### src/rtl/ifetcher_pkg.sv
// Shared constants and types for the instruction fetch front end.
package ifetcher_pkg;

  typedef enum logic [1:0] {
    ST_REQ,        // byte request outstanding on the memory port
    ST_WAITB,      // granted, waiting for the byte
    ST_PRESENT,    // instruction presented to the decoder
    ST_WAIT_JALR   // fetch parked until the decoder redirects
  } fetch_state_e;

  localparam logic [6:0] OPC_BRANCH = 7'b1100011;
  localparam logic [6:0] OPC_JAL    = 7'b1101111;
  localparam logic [6:0] OPC_JALR   = 7'b1100111;

  localparam logic [1:0] RVC_Q1     = 2'b01;
  localparam logic [1:0] RVC_Q2     = 2'b10;
  localparam logic [1:0] RVC_NONE   = 2'b11;

  localparam logic [2:0] C_F3_JAL   = 3'b001;
  localparam logic [2:0] C_F3_JR    = 3'b100;
  localparam logic [2:0] C_F3_J     = 3'b101;
  localparam logic [2:0] C_F3_BEQZ  = 3'b110;
  localparam logic [2:0] C_F3_BNEZ  = 3'b111;

  // Little-endian byte insertion into the assembly word.
  function automatic logic [31:0] put_byte(input logic [31:0] w,
                                           input logic [1:0]  idx,
                                           input logic [7:0]  b);
    logic [31:0] r;
    r = w;
    unique case (idx)
      2'd0: r[7:0]   = b;
      2'd1: r[15:8]  = b;
      2'd2: r[23:16] = b;
      default: r[31:24] = b;
    endcase
    return r;
  endfunction

endpackage

### src/rtl/ifetcher_predecode.sv
// Combinational predecode: instruction length, JALR detection and static
// next-PC prediction (jumps taken, backward branches taken).
module ifetch_predecode
  import ifetcher_pkg::*;
(
  input  logic [31:0] ins_i,
  input  logic [31:0] pc_i,
  output logic        is16_o,
  output logic        is_jalr_o,
  output logic        taken_o,
  output logic [31:0] target_o
);

  logic [31:0] imm_j;
  logic [31:0] imm_b;
  logic [31:0] imm_cj;
  logic [31:0] imm_cb;
  logic [31:0] off;
  logic [2:0]  f3c;

  // Immediate extraction for the four predicted control-flow forms.
  always_comb begin
    imm_j  = {{11{ins_i[31]}}, ins_i[31], ins_i[19:12], ins_i[20], ins_i[30:21], 1'b0};
    imm_b  = {{19{ins_i[31]}}, ins_i[31], ins_i[7], ins_i[30:25], ins_i[11:8], 1'b0};
    imm_cj = {{20{ins_i[12]}}, ins_i[12], ins_i[8], ins_i[10:9], ins_i[6], ins_i[7],
              ins_i[2], ins_i[11], ins_i[5:3], 1'b0};
    imm_cb = {{23{ins_i[12]}}, ins_i[12], ins_i[6:5], ins_i[2], ins_i[11:10],
              ins_i[4:3], 1'b0};
    f3c    = ins_i[15:13];
  end

  // Classification and target selection; not-taken falls through by length.
  always_comb begin
    is16_o    = (ins_i[1:0] != RVC_NONE);
    is_jalr_o = 1'b0;
    taken_o   = 1'b0;
    off       = is16_o ? 32'd2 : 32'd4;
    if (is16_o) begin
      if (ins_i[1:0] == RVC_Q1 && (f3c == C_F3_JAL || f3c == C_F3_J)) begin
        taken_o = 1'b1;
        off     = imm_cj;
      end else if (ins_i[1:0] == RVC_Q1 && (f3c == C_F3_BEQZ || f3c == C_F3_BNEZ)) begin
        if (ins_i[12]) begin
          taken_o = 1'b1;
          off     = imm_cb;
        end
      end else if (ins_i[1:0] == RVC_Q2 && f3c == C_F3_JR &&
                   ins_i[11:7] != 5'd0 && ins_i[6:2] == 5'd0) begin
        is_jalr_o = 1'b1;
      end
    end else begin
      if (ins_i[6:0] == OPC_JAL) begin
        taken_o = 1'b1;
        off     = imm_j;
      end else if (ins_i[6:0] == OPC_BRANCH) begin
        if (ins_i[31]) begin
          taken_o = 1'b1;
          off     = imm_b;
        end
      end else if (ins_i[6:0] == OPC_JALR) begin
        is_jalr_o = 1'b1;
      end
    end
    target_o = pc_i + off;
  end

endmodule

### src/rtl/ifetcher.sv
// Instruction fetch front end: byte-serial fetch, RV32I/RVC assembly,
// static prediction, decoder handshake and redirect handling.
module ifetcher
  import ifetcher_pkg::*;
#(
  parameter logic [31:0] RESET_PC = 32'h0
) (
  input  logic        clk_in,
  input  logic        rst_in,
  input  logic        rdy_in,
  output logic        mem_req,
  output logic [31:0] mem_addr,
  input  logic        mem_gnt,
  input  logic        mem_rvalid,
  input  logic [7:0]  mem_rdata,
  output logic        ins_ready,
  output logic [31:0] ins,
  output logic [31:0] pc,
  output logic [31:0] predict_nxt_pc,
  input  logic        stall,
  input  logic        clear,
  input  logic [31:0] new_addr,
  input  logic        rob_flush,
  input  logic [31:0] rob_flush_addr
);

  fetch_state_e state_q, state_d;
  logic [31:0]  fpc_q, fpc_d;
  logic [31:0]  buf_q, buf_d;
  logic [2:0]   cnt_q, cnt_d;
  logic         out_q, out_d;
  logic         req_q, req_d;
  logic [31:0]  addr_q, addr_d;
  logic         rdy_q, rdy_d;
  logic [31:0]  ins_q, ins_d;
  logic [31:0]  pc_q, pc_d;
  logic [31:0]  pnpc_q, pnpc_d;
  logic         jalr_q, jalr_d;

  logic         cap;
  logic [31:0]  buf_c;
  logic [2:0]   cnt_c;
  logic [31:0]  asm_ins;
  logic         done;
  logic         redirect;
  logic [31:0]  redir_addr;

  logic         pd_is16;
  logic         pd_is_jalr;
  logic         pd_taken;
  logic [31:0]  pd_target;

  // Byte capture view: the returning byte is merged even while frozen.
  always_comb begin
    cap        = mem_rvalid && out_q;
    buf_c      = cap ? put_byte(buf_q, cnt_q[1:0], mem_rdata) : buf_q;
    cnt_c      = cnt_q + 3'(cap);
    asm_ins    = (cnt_c == 3'd2) ? {16'h0, buf_c[15:0]} : buf_c;
    done       = (cnt_c == 3'd4) || (cnt_c == 3'd2 && pd_is16);
    redirect   = rob_flush || clear;
    redir_addr = rob_flush ? rob_flush_addr : new_addr;
  end

  ifetch_predecode u_predecode (
    .ins_i     (asm_ins),
    .pc_i      (fpc_q),
    .is16_o    (pd_is16),
    .is_jalr_o (pd_is_jalr),
    .taken_o   (pd_taken),
    .target_o  (pd_target)
  );

  // Next-state logic for the fetch FSM, handshake and presentation registers.
  // A byte captured while rdy_in was low clears out_q; WAITB then proceeds
  // on !out_q so the frozen cycle does not lose the byte.
  always_comb begin
    state_d = state_q;
    fpc_d   = fpc_q;
    buf_d   = buf_c;
    cnt_d   = cnt_c;
    out_d   = out_q && !cap;
    req_d   = req_q;
    addr_d  = addr_q;
    rdy_d   = rdy_q;
    ins_d   = ins_q;
    pc_d    = pc_q;
    pnpc_d  = pnpc_q;
    jalr_d  = jalr_q;
    if (rdy_in) begin
      if (redirect) begin
        state_d = ST_REQ;
        fpc_d   = redir_addr;
        addr_d  = redir_addr;
        req_d   = 1'b1;
        rdy_d   = 1'b0;
        buf_d   = '0;
        cnt_d   = '0;
        out_d   = 1'b0;
      end else begin
        unique case (state_q)
          ST_REQ: begin
            if (!req_q) begin
              req_d  = 1'b1;
              addr_d = fpc_q;
            end else if (mem_gnt) begin
              req_d   = 1'b0;
              out_d   = 1'b1;
              state_d = ST_WAITB;
            end
          end
          ST_WAITB: begin
            if (cap || !out_q) begin
              if (done) begin
                state_d = ST_PRESENT;
                rdy_d   = 1'b1;
                ins_d   = asm_ins;
                pc_d    = {fpc_q[31:1], pd_taken};
                pnpc_d  = pd_target;
                jalr_d  = pd_is_jalr;
              end else begin
                state_d = ST_REQ;
                req_d   = 1'b1;
                addr_d  = addr_q + 32'd1;
              end
            end
          end
          ST_PRESENT: begin
            if (!stall) begin
              rdy_d = 1'b0;
              fpc_d = pnpc_q;
              buf_d = '0;
              cnt_d = '0;
              if (jalr_q) begin
                state_d = ST_WAIT_JALR;
              end else begin
                state_d = ST_REQ;
                req_d   = 1'b1;
                addr_d  = pnpc_q;
              end
            end
          end
          ST_WAIT_JALR: ;
          default: ;
        endcase
      end
    end
  end

  // State register with asynchronous active-low reset.
  always_ff @(posedge clk_in or negedge rst_in) begin
    if (!rst_in) begin
      state_q <= ST_REQ;
      fpc_q   <= RESET_PC;
      buf_q   <= '0;
      cnt_q   <= '0;
      out_q   <= 1'b0;
      req_q   <= 1'b0;
      addr_q  <= '0;
      rdy_q   <= 1'b0;
      ins_q   <= '0;
      pc_q    <= '0;
      pnpc_q  <= '0;
      jalr_q  <= 1'b0;
    end else begin
      state_q <= state_d;
      fpc_q   <= fpc_d;
      buf_q   <= buf_d;
      cnt_q   <= cnt_d;
      out_q   <= out_d;
      req_q   <= req_d;
      addr_q  <= addr_d;
      rdy_q   <= rdy_d;
      ins_q   <= ins_d;
      pc_q    <= pc_d;
      pnpc_q  <= pnpc_d;
      jalr_q  <= jalr_d;
    end
  end

  assign mem_req        = req_q;
  assign mem_addr       = addr_q;
  assign ins_ready      = rdy_q;
  assign ins            = ins_q;
  assign pc             = pc_q;
  assign predict_nxt_pc = pnpc_q;

endmodule

### config.mk
export PLATFORM = sky130hd
export DESIGN_NAME = ifetcher
export DESIGN_NICKNAME = d
export VERILOG_FILES = /design/src/rtl/ifetcher_pkg.sv /design/src/rtl/ifetcher_predecode.sv /design/src/rtl/ifetcher.sv
export SDC_FILE = /design/constraint.sdc
export NUM_CORES = 1
export LEC_CHECK = 0
export CORE_ASPECT_RATIO = 0.9
export CORE_MARGIN = 2
export CORE_UTILIZATION = 49
export CTS_CLUSTER_SIZE = 10
export DETAILED_ROUTE_END_ITERATION = 10
export PLACE_DENSITY = 0.78
export SLEW_MARGIN = 10
export SYNTH_ARGS = -nofsm -noshare
export SYNTH_HDL_FRONTEND = slang
export SYNTH_SLANG_ARGS = --single-unit
### constraint.sdc
create_clock -name clk_in -period 4.7 [get_ports clk_in]
set_input_delay 0.94 -clock clk_in [delete_from_list [all_inputs] [get_ports clk_in]]
set_output_delay 0.94 -clock clk_in [all_outputs]
set_load 0.05 [all_outputs]
### Word-level counts from Yosys, hierarchy flattened

Cells that the tools add are included.

* multiply operators: 0
* equal/unequal tests: 26
* add/sub/neg operators: 3
* div/mod/pow operators: 0
* shift-type cells: 0
* multiplexer cells: 73
* bitwise logic cells: 1
* reductions and logical operators: 29
* magnitude comparators: 0

Operator list (number)
* 32-bit 2-to-1 mux: 23
* 32-bit one-hot mux with 3 select lines: 1
* 32-bit by 1-bit adder with 32-bit output, second input constant: 1
* 32-bit adder: 1
* 8-bit 2-to-1 mux: 4
* 1-bit 2-to-1 mux: 30
* 3-bit inequality test, second input constant: 8
* 7-bit == test, second input constant: 3
* 3-bit == test, second input constant: 5
* 3-bit 2-to-1 mux: 5
* 2-bit 2-to-1 mux: 7
* 6-bit AND reduction: 2
* 5-bit AND reduction: 2
* 1-bit logical AND: 8
* 7-bit AND reduction: 1
* 2-bit by 1-bit == test with 1-bit output, second input constant: 3
* 2-bit == test, second input constant: 3
* 2-bit one-hot mux with 3 select lines: 1
* 5-bit zero test: 1
* 1-bit logical OR: 5
* 5-bit nonzero test: 1
* 2-bit zero test: 2
* 4-bit nonzero test: 1
* 3-bit by 1-bit adder with 3-bit output: 1
* 12 further kinds: 13

* latch bits: 0
* bits in writable memories: 0
* memory bits (read-only): 0
* flip-flop bits (word level): 201
* output and inout bits: 130
* memories: 0

### Logic depth before layout (Yosys ltp)

Gate-level depths: netlist (run 1).

* depth in word-level cells: 13
* mapped depth: 20
* mapped depth without buffers: 18

### By module

From an unflattened synthesis (run 1), not the netlist that was laid out.

* cell total of the unflattened synthesis: 1401
* area, all modules: 12604.6 sq um

By module, submodules not included
* ifetcher: times used 1, area an instance 10347.4 sq um, seq. area each 5029.8 sq um, cells each 1057
* ifetch_predecode: times used 1, area an instance 2257.2 sq um, seq. area each 0.0 sq um, cells each 344

### Least setup slack after synthesis (run 1)

OpenSTA, ideal clock, no wires.

* path kind: input port to flip-flop
* start: in mem_rvalid
* end: reg pnpc_q[24], in the netlist predict_nxt_pc[24]
* setup time: 131 ps
* slack: -242 ps
* stages: 18
* data required time: 4569 ps
* buffers on the path: 1
* data arrival time: 4811 ps
* cells stage by stage: and3_1 > ha_1 > xnor2_1 > nor4bb_1 > clkbuf_1 > or2_2 > nor3_1 > and2b_4 > o22ai_1 > ha_1 > a21oi_1 > o211ai_1 > a221oi_2 > nand2_2 > a21o_1 > a21o_1 > and4_1 > or3_1

* longest elaborated chain between the ends: 10

RTL lines
* start: declaration: line ifetcher.sv:14 `input logic mem_rvalid,`
* 1-bit logical AND (*): line ifetcher.sv:55 `cap = mem_rvalid && out_q;`
* branches (longest 9 deep; another with 32-bit adder)
* end signal: assignment: line ifetcher.sv:175 `pnpc_q <= pnpc_d;`
* end: declaration: line ifetcher.sv:37 `logic [31:0] pnpc_q, pnpc_d;`

Mark *: on every way between the ends.
A chain may end at the register's enable or synchronous reset.

### Worst setup path in the final report (run 1)

Ends and elaborated chain as after synthesis.

==> flow_metrics.tcl, run 1 <==
set metrics [dict create \
    grt_pass1_vias 11549 \
    critical_path.max_fanout 5 \
    cts-root-buf "clkbuf_16" \
    synth_fp_nets 1513 \
    die_y_um 152 \
    antenna_found_initial 0 \
    cp_data_required_time_ns 5.08 \
    endpoint_kind "register" \
    die_area_um2 25600 \
    n_antenna_cell 0 \
    ff2ff_setup_slack_ns 0.31 \
    drc 0 \
    synth_cells 1397 \
    syn_avg_cell_area_um2 8.53 \
    detail-route-antenna-nets 0 \
    place_ws_ns -0.715 \
    status "complete, no violations" \
    cp_num_buf_inv 3 \
    cts_tree "built" \
    synth-async-reset-ratio_pct 100 \
    ir_drop_mv 0.223 \
    synth_enable_flop_cells 0 \
    routed_via_density 5.94 \
    syn_to_final_growth_pct 36.5 \
    timing.final.crit_share_pct 95.6 \
    hp-class "in2async" \
    r2r-end "predict_nxt_pc[24]" \
    fin_util_pct 67.7 \
    synth_top_cell_by_area "dfrtp_1" \
    ys_top_cells_by_area "dfrtp_1, nand2_1, a21oi_1, mux2i_1, nor2_1" \
    clock.fmax_ghz 0.223 \
    final_cell_mix "nand2_1, clkdlybuf4s50_1, dfrtp_1" \
    crit_slowest_cell "nor4bb_4" \
    first_pass_iters 6 \
    clock_path_buffers 3 \
    final_cell_area_um2 16300 \
    r2r_cells 19 \
    syn_area_um2 11900 \
    row_count 54 \
    slew_violations 0 \
    ys_ff_latch 201 \
    gp_congestion 0.983 \
    vias 12118 \
    cts_made_buffers 25 \
    rr_startpoint "out_q" \
    layout_commonest_cell "nand2_1" \
    grt_pass1_wl_um 62700 \
    wl_per_cell_um 19.7 \
    nets 1840 \
    fin_skew_ns 0.0189 \
    clk_pin_slew_ns 0.05 \
    timing.final.ws_setup_ns 0.206 \
    grt_usage_pct 30.4 \
    p_leak_uw 0.00762 \
    grt-ovfl-total 0 \
    ios 210 \
    p_total_uw 4830 \
    crit_type "in2reg" \
    drtIter0Drc 1395 \
    core_um2 24100 \
    start_util_pct 49.6 \
    critPathMaxStageDelay_ns 0.45 \
    fillers 1887 \
    critPathLaunchType "input port" \
    htree_levels 1 \
    clock_sinks 201 \
    drive_gt1_share_pct 15.7 \
    rsz0062_at_grt "no" \
    fin_setup_tns_ns 0 \
    insertion_delay_ns 0.52 \
    synth_top_area_share_pct 42.2 \
    finalCriticalPeriod_ns 4.49 \
    dpl_cell_area_um2 15300 \
    arrival_ns 4.88 \
    worst_slew_margin_rel_pct 51.9 \
    port-buffer-count 209 \
    crit_family "simple AND/OR/NAND/NOR gates" \
    hpwl_um 29100 \
    p_per_area_nw_per_um2 297 \
    yosysSeqAreaShare_pct 42.2 \
    grt_max_degree 79 \
    finalWirelength_um 40100 \
    synth_warnings 0 \
    synth_ff_type "dfrtp_1" \
    hold_violations 0 \
    die_w_um 168 \
    crit_chain "dlymetal6s2s_1, and3_1, ha_2, xnor2_2, nor4bb_4, or2_4, nor3_4, and2b_4, buf_4, o221ai_1, ha_1, a21oi_2, o211ai_1, a221oi_2, buf_4, nand2_2, a21o_1, a21o_1, and4_1, or3_1" \
    setup_viol 0 \
    tightestPinTransition_ns 0.721 \
    drv_cap 0 \
    synthDistinctLibCells 84 \
]
## state kept, by name, indices dropped and copies added (netlist names)
register and cells:
buf_q 32, fpc_q 32, ins 32, mem_addr 32, pc 32, predict_nxt_pc 32, cnt_q 3, state_q 2
ins_ready 1, jalr_q 1, mem_req 1, out_q 1
## Yosys cell counts, types with 13 or more instances
cell type	n
nand2_1	270
dfrtp_1	201
nor2_1	141
a21oi_1	126
o21ai_0	89
mux2i_1	57
clkbuf_1	46
ha_1	35
xnor2_1	31
o21ai_1	29
o31ai_1	29
nand3_1	28
inv_1	26
buf_2	23
a22oi_1	21
a21o_1	19
nor2b_1	15
nand4_1	13
xor2_1	13
## worst register-to-register path, cell delays in order (launching register included)
cell	delay, ns
dfrtp_1	0.45
and3_1	0.21
ha_2	0.18
xnor2_2	0.16
nor4bb_4	0.45
or2_4	0.23
nor3_4	0.06
and2b_4	0.30
buf_4	0.12
o221ai_1	0.12
ha_1	0.25
a21oi_2	0.14
o211ai_1	0.14
a221oi_2	0.30
buf_4	0.19
nand2_2	0.07
a21o_1	0.19
a21o_1	0.19
and4_1	0.19
or3_1	0.34
## repair_timing
item                       CTS  global route
setup endpoints to repair    9            13
hold buffers                 0             0
buffers inserted             5            11
gates resized for setup     12            26
pin swaps                   12            24
## stage by stage
stage / hold WS [ns] / cells
floorplan: 0.462 / 1397
global placement: 0.458 / 1990
detailed placement: 0.462 / 1990
CTS: 0.469 / 2028
global route: 0.486 / 2039
finish: 0.439 / 2039
## cells by family after synthesis
group           count (synthesis)  share of synthesized area [%]
simple gates                  540                           19.9
compound gates                403                           21.0
flops                         201                           42.2
buf+inv                       107                           3.88
mux                            66                           5.94
xor+xnor                       44                           3.23
fa+ha+maj                      36                           3.84
## final cells by class
type                       instances  area [um2]  area share [%]
clock buffer                      31         688            4.23
clock inverter                     3        15.0          0.0923
inverter                          26        97.6           0.600
multi-input combinational       1089        6650            40.9
sequential                       201        5030            30.9
tap                              308         385            2.37
timing repair buffer             381        3410            20.9
## routing by layer
metal,up-vias,share of wire (%),global-route usage (%)
met1,5821,42,42.7
met3,96,9.4,5.81
met4,0,2.8,7.84
met2,625,46,48.5
li1,5576,-,-
met5,-,0,0
## worst max-delay path by stage
stage,endpoint,from,slack [ns],cells past startpoint
after floorplan,predict_nxt_pc[24],mem_rvalid,-0.01,18
after global placement,predict_nxt_pc[30],mem_rvalid,-0.58,20
after detailed placement,predict_nxt_pc[24],mem_rvalid,-0.71,20
after CTS,predict_nxt_pc[30],mem_rvalid,0.0007,17
after global routing,predict_nxt_pc[31],mem_rvalid,0.07,18
final,predict_nxt_pc[24],mem_rvalid,0.21,20
## power breakdown
group / leakage, uW / internal (uW) / switching [uW]
logic: 0.00456 / 435 / 676
registers: 0.00271 / 1830 / 177
clock network: 0.000351 / 1010 / 699
Power figures use the tool's default switching activity.
==> run 2: changes to the inputs <==
Settings changed: RECOVER_POWER set to 25.
==> flow_metrics.tcl, run 2 (synthesized netlist as in run 1, its figures left out) <==
set metrics [dict create \
    status "finished, violations left" \
    fin_setup_tns_ns 0 \
    fin_skew_ns 0.0194 \
    cts_hold_buf 0 \
    p_leak_uw 0.00762 \
    hp-class "reg2reg" \
    endpoint_kind "register" \
    grt-ovfl-total 0 \
    insertion_delay_ns 0.52 \
    die_y_um 152 \
    tightestPinTransition_ns 3.58 \
    final_cell_mix "nand2_1, clkdlybuf4s50_1, dfrtp_1" \
    layout_commonest_cell "nand2_1" \
    failed_checks "max-capacitance violations, max-slew violations" \
    timing.final.crit_share_pct 95.6 \
    crit_start "mem_rvalid" \
    nets 1840 \
    clock_sinks 201 \
    ir_drop_mv 0.223 \
    drive_gt1_share_pct 15.7 \
    n_antenna_cell 0 \
    syn_to_final_growth_pct 36.5 \
    crit_type "in2reg" \
    slew_violations 79 \
    hold_violations 0 \
    p_int_uw 3280 \
    setup_viol 0 \
    hpwl_um 29100 \
    min_from "pc[4]" \
    rr_startpoint "out_q" \
    cts-root-buf "clkbuf_16" \
    first_pass_iters 6 \
    wl_per_cell_um 19.7 \
    htree_levels 1 \
    gp_congestion 0.983 \
    antenna_found_initial 0 \
    ios 210 \
    clock.fmax_ghz 0.222 \
    arrival_ns 4.88 \
    clock_path_buffers 3 \
    p_total_uw 4830 \
    drv_cap 1 \
    p_per_area_nw_per_um2 297 \
    start_util_pct 49.6 \
    rsz0062_at_grt "no" \
    cts_tree "built" \
    clkPwrFrac_pct 35.4 \
    die_w_um 168 \
    dp_cells 1990 \
    switchingPower_uw 1550 \
    core_um2 24100 \
    vias 12123 \
    detail-route-antenna-nets 0 \
    grt_max_degree 79 \
    critical_path.max_fanout 5 \
    port-buffer-count 209 \
    drc 0 \
    power.share.sequential_pct 41.6 \
    grt_usage_pct 30.4 \
    worst_slew_margin_rel_pct -138 \
    drtIter0Drc 1395 \
    routed_via_density 5.95 \
    clk_pin_slew_ns 0.05 \
    cp_data_required_time_ns 5.08 \
    cts_made_buffers 25 \
    finalCriticalPeriod_ns 4.50 \
    grt_pass1_wl_um 62700 \
    combinationalPowerShare_pct 23.0 \
    critPathLaunchType "input port" \
    grt_pass1_vias 11549 \
    die_area_um2 25600 \
    switching_share_pct 32.1 \
    row_count 54 \
    finalNonFillerCells 2039 \
    finalWirelength_um 40200 \
    fin_util_pct 67.7 \
]
-- run 2: power by group through the flow --
stage | sequential, uW | combinational [uW] | clock, uW
2_1_floorplan | 2180 | 444 | 0
3_5_place_dp | 2030 | 1080 | 0
4_1_cts | 2000 | 1090 | 1720
3_3_place_gp | 2030 | 1060 | 0
6_report | 2010 | 1110 | 1710
5_1_grt | 2020 | 1190 | 1790
-- run 2: cell type report --
type | instances | area [um2]
fill | 1885 | 7780
multi-input combinational | 1089 | 6650
sequential | 201 | 5030
timing repair buffer | 381 | 3410
clock buffer | 31 | 688
tap | 308 | 385
inverter | 26 | 97.6
clock inverter | 3 | 15.0
-- run 2: stage by stage --
stage	hold WS [ns]	instance area (um2)	setup slack, ns
final	0.473	16300	0.205
after global routing	0.491	16300	0.0656
after CTS	0.469	16100	0.000691
after detailed placement	0.462	15300	-0.715
after global placement	0.458	15300	-0.583
after floorplan	0.462	12000	-0.0115
-- run 2: path summary, 6_finish.rpt --
check	endpoint	slack [ns]	cells after the start
min reg2reg	pc[4]	0.47	2
max reg2reg	predict_nxt_pc[24]	0.31	19
max in group asynchronous	ins[25]	0.81	2
min in group asynchronous	mem_addr[24]	1.76	1
min	pc[4]	0.47	2
max	predict_nxt_pc[24]	0.20	20
-- run 2: critical path, stage by stage --
cell and delay, ns:
dlymetal6s2s_1 0.14, and3_1 0.19, ha_2 0.18, xnor2_2 0.16
nor4bb_4 0.45, or2_4 0.23, nor3_4 0.06, and2b_4 0.30
buf_4 0.12, o221ai_1 0.12, ha_1 0.25, a21oi_2 0.14
o211ai_1 0.14, a221oi_2 0.30, buf_4 0.19, nand2_2 0.07
a21o_1 0.19, a21o_1 0.19, and4_1 0.19, or3_1 0.34
-- run 2: timing repair --
action | 4_1_cts | 5_1_grt
setup endpoints to repair | 9 | 13
gates resized for setup | 12 | 26
endpoints found under the hold margin | 0 | 0
pin swaps | 12 | 24
setup buffers | 5 | 11
-- run 2: per-layer routing --
layer / GRT usage, % / wire [um] / vias up
met5: 0 / 0 / -
met4: 7.84 / 1050 / 0
met3: 5.81 / 3880 / 93
met2: 48.5 / 18500 / 632
met1: 42.7 / 16700 / 5822
li1: - / - / 5576
==> patch (config.mk and constraints of run 2) <==
The 4 states of `fetch_state_e` get a Gray code encoding in 2 bits.
--- a/src/rtl/ifetcher_pkg.sv
+++ b/src/rtl/ifetcher_pkg.sv
@@ -2,10 +2,10 @@
 package ifetcher_pkg;
 
   typedef enum logic [1:0] {
-    ST_REQ,        // byte request outstanding on the memory port
-    ST_WAITB,      // granted, waiting for the byte
-    ST_PRESENT,    // instruction presented to the decoder
-    ST_WAIT_JALR   // fetch parked until the decoder redirects
+    ST_REQ       = 2'b00,        // byte request outstanding on the memory port
+    ST_WAITB     = 2'b01,      // granted, waiting for the byte
+    ST_PRESENT   = 2'b11,    // instruction presented to the decoder
+    ST_WAIT_JALR = 2'b10   // fetch parked until the decoder redirects
   } fetch_state_e;
 
   localparam logic [6:0] OPC_BRANCH = 7'b1100011;
Function: same outputs for any inputs over 4 cycles, from zero or initial values and one cycle with rst_in low; so few cycles prove little.
==> patch against run 2 <==
The run still ends with max-capacitance violations, max-slew violations left. Worst setup slack improved by 140 ps. Total power decreased by 3.1%. Cell count decreased by 3.0%. Combinational power decreased by 8%. Wire length decreased by 5.9%. Sequential cell count unchanged. Count of clock-buffer cells in the layout decreased by 2. Non-clock buffer count increased by 7. Register-to-register slack improved by 140 ps. Area after synthesis decreased by 3.0%. Cell area decreased by 2.8%. Largest cell class unchanged.
==> patch: results (changes against run 2) <==
Synth Net Count 1444 (-4.6%); internal reg-to-reg setup slack 450 ps (+140 ps); Total GRT Usage 30.3% (-0.083 points); clock skew 12.5 ps (-6.89 ps); n_diodes 0 (unchanged); nets 1785 (-3.0%); final wirelength 37800 um (-5.9%); first-pass GRT wire length 60700 um (-3.1%); Hold Path Stages 2 (unchanged); drt initial violations 886 (-36%); Hold Path End pc[16]$_DFFE_PN0P_; r2r startpoint cnt_q[0]$_DFF_PN0_; max_cap viols 1 (unchanged); ranking of synthesized cells by area dfrtp_1 (43%), nand2_1 (9.2%), mux2i_1 (5.2%); GPL Wtd Cong 0.974 (-1.0%); length of the first detailed-routing pass in iterations 5 (-1); H-tree depth reported by CTS 1 (unchanged); Leak 7.28 nW (-4.5%); Layout fillers 1920 (+1.9%); Synth top cells by count nand2_1 (285), dfrtp_1 (201), nor2_1 (141), o21ai_0 (91), o31ai_1 (62); minimum clock period after layout 4360 ps (-138 ps); Via-to-Cell Ratio 5.79 (-2.6%); met1 WL 17700 um (+5.7%); Post-DP HPWL 28100 um (-3.2%); top layer used by detailed routing met4; maximum number of pins on one net before global-route repair 103 (+30%); Critical path origin mem_rvalid; I/O Buffers 209 (unchanged); status finished, violations left; Worst-path clk slew about 60 ps; Worst VDD drop 0.469 mV (+110%); synth warn 0 (unchanged); worst setup path endpoint predict_nxt_pc[31]$_DFFE_PN0P_; met3 WL 2710 um (-30%); Synth Flop Type dfrtp_1; Worst Tran Pin Value 2630 ps (-946 ps); layout cells sized above 1 14.6% (-1.0 points); Skew-Pair Late Insertion Delay a little over 500 ps; hold wc startpoint pc[16]$_DFFE_PN0P_; FF-to-FF path depth 18 (-1); Met2 Routed Length 16700 um (-9.6%); Final setup viols 0 (unchanged); antenna violations before repair 1 (+1); ANT nets after route 0 (unchanged); critical path data arrival time 4770 ps (-110 ps); vias in the first global route 11052 (-4.3%); CTS buffer count 24 (-4.0%); Distinct cells, synth 72 (-14%); Root Driver clkbuf_16; Placement Setup Slack -616 ps (+98.2 ps); Seq/Total Area, Yosys 43.5% (+1.3 points); final slew viol count 102 (+29%); violated checks max-capacitance violations, max-slew violations; Placed Instance Area 0.0150 mm2 (-1.6%)
## patch: area by class of cell
class | instances | area (um2) | share of cell area (%)
clock inverter | 1 | 30.0 | 0.190
multi-input combinational | 1037 | 6180 | 39.1
sequential | 201 | 5030 | 31.8
clock buffer | 29 | 651 | 4.11
inverter | 20 | 75.1 | 0.475
tap | 302 | 378 | 2.39
timing repair buffer | 388 | 3470 | 21.9
## patch: critical path, cell delays in order
cell and delay [ps]:
dlymetal6s2s_1 160, and4bb_4 240, buf_4 160, nor3_2 190, a41oi_2 80, nor2_4 150
nand2_2 60, or2_1 250, o221a_2 300, a21oi_1 130, ha_2 230, fa_2 240
a211oi_2 80, o211ai_1 360, nand4_1 210, a31o_2 320, a31oi_1 160, o21ai_0 110
and3_1 210, o31ai_1 180
## patch: kinds of logic after synthesis
family,Yosys count,synth area share (%)
simple gates,544,20.5
compound gates,352,19.7
flops,201,43.5
buf+inv,93,3.71
mux,63,5.58
xor+xnor,45,3.41
fa+ha+maj,33,3.63
## patch: power by group
group,internal [mW],switching (mW)
registers,1.83,0.151
clock network,1.01,0.672
logic,0.416,0.602
## patch: layer usage
metal / vias up / global-route usage (%)
li1: 5416 / -
met1: 5511 / 45.3
met2: 472 / 46.9
met3: 56 / 4.44
met4: 0 / 6.74
met5: - / 0
## patch: what timing repair did
item	4_1_cts	5_1_grt
setup endpoints to repair	8	17
resized for setup	12	10
pin swaps	4	10
buffers inserted	1	3
## patch: per-stage QoR
step           util [%]  hold slack, ps  TNS [ps]  cells  total power [mW]
2_1_floorplan         -             455         0   1331              2.54
5_1_grt            68.0             491         0   1978              4.86
3_3_place_gp       64.6             458     -7700   1944              2.99
3_5_place_dp       64.6             462     -9350   1944              3.01
4_1_cts            67.8             476     -6.52   1975              4.71
6_report           68.0             473         0   1978              4.68
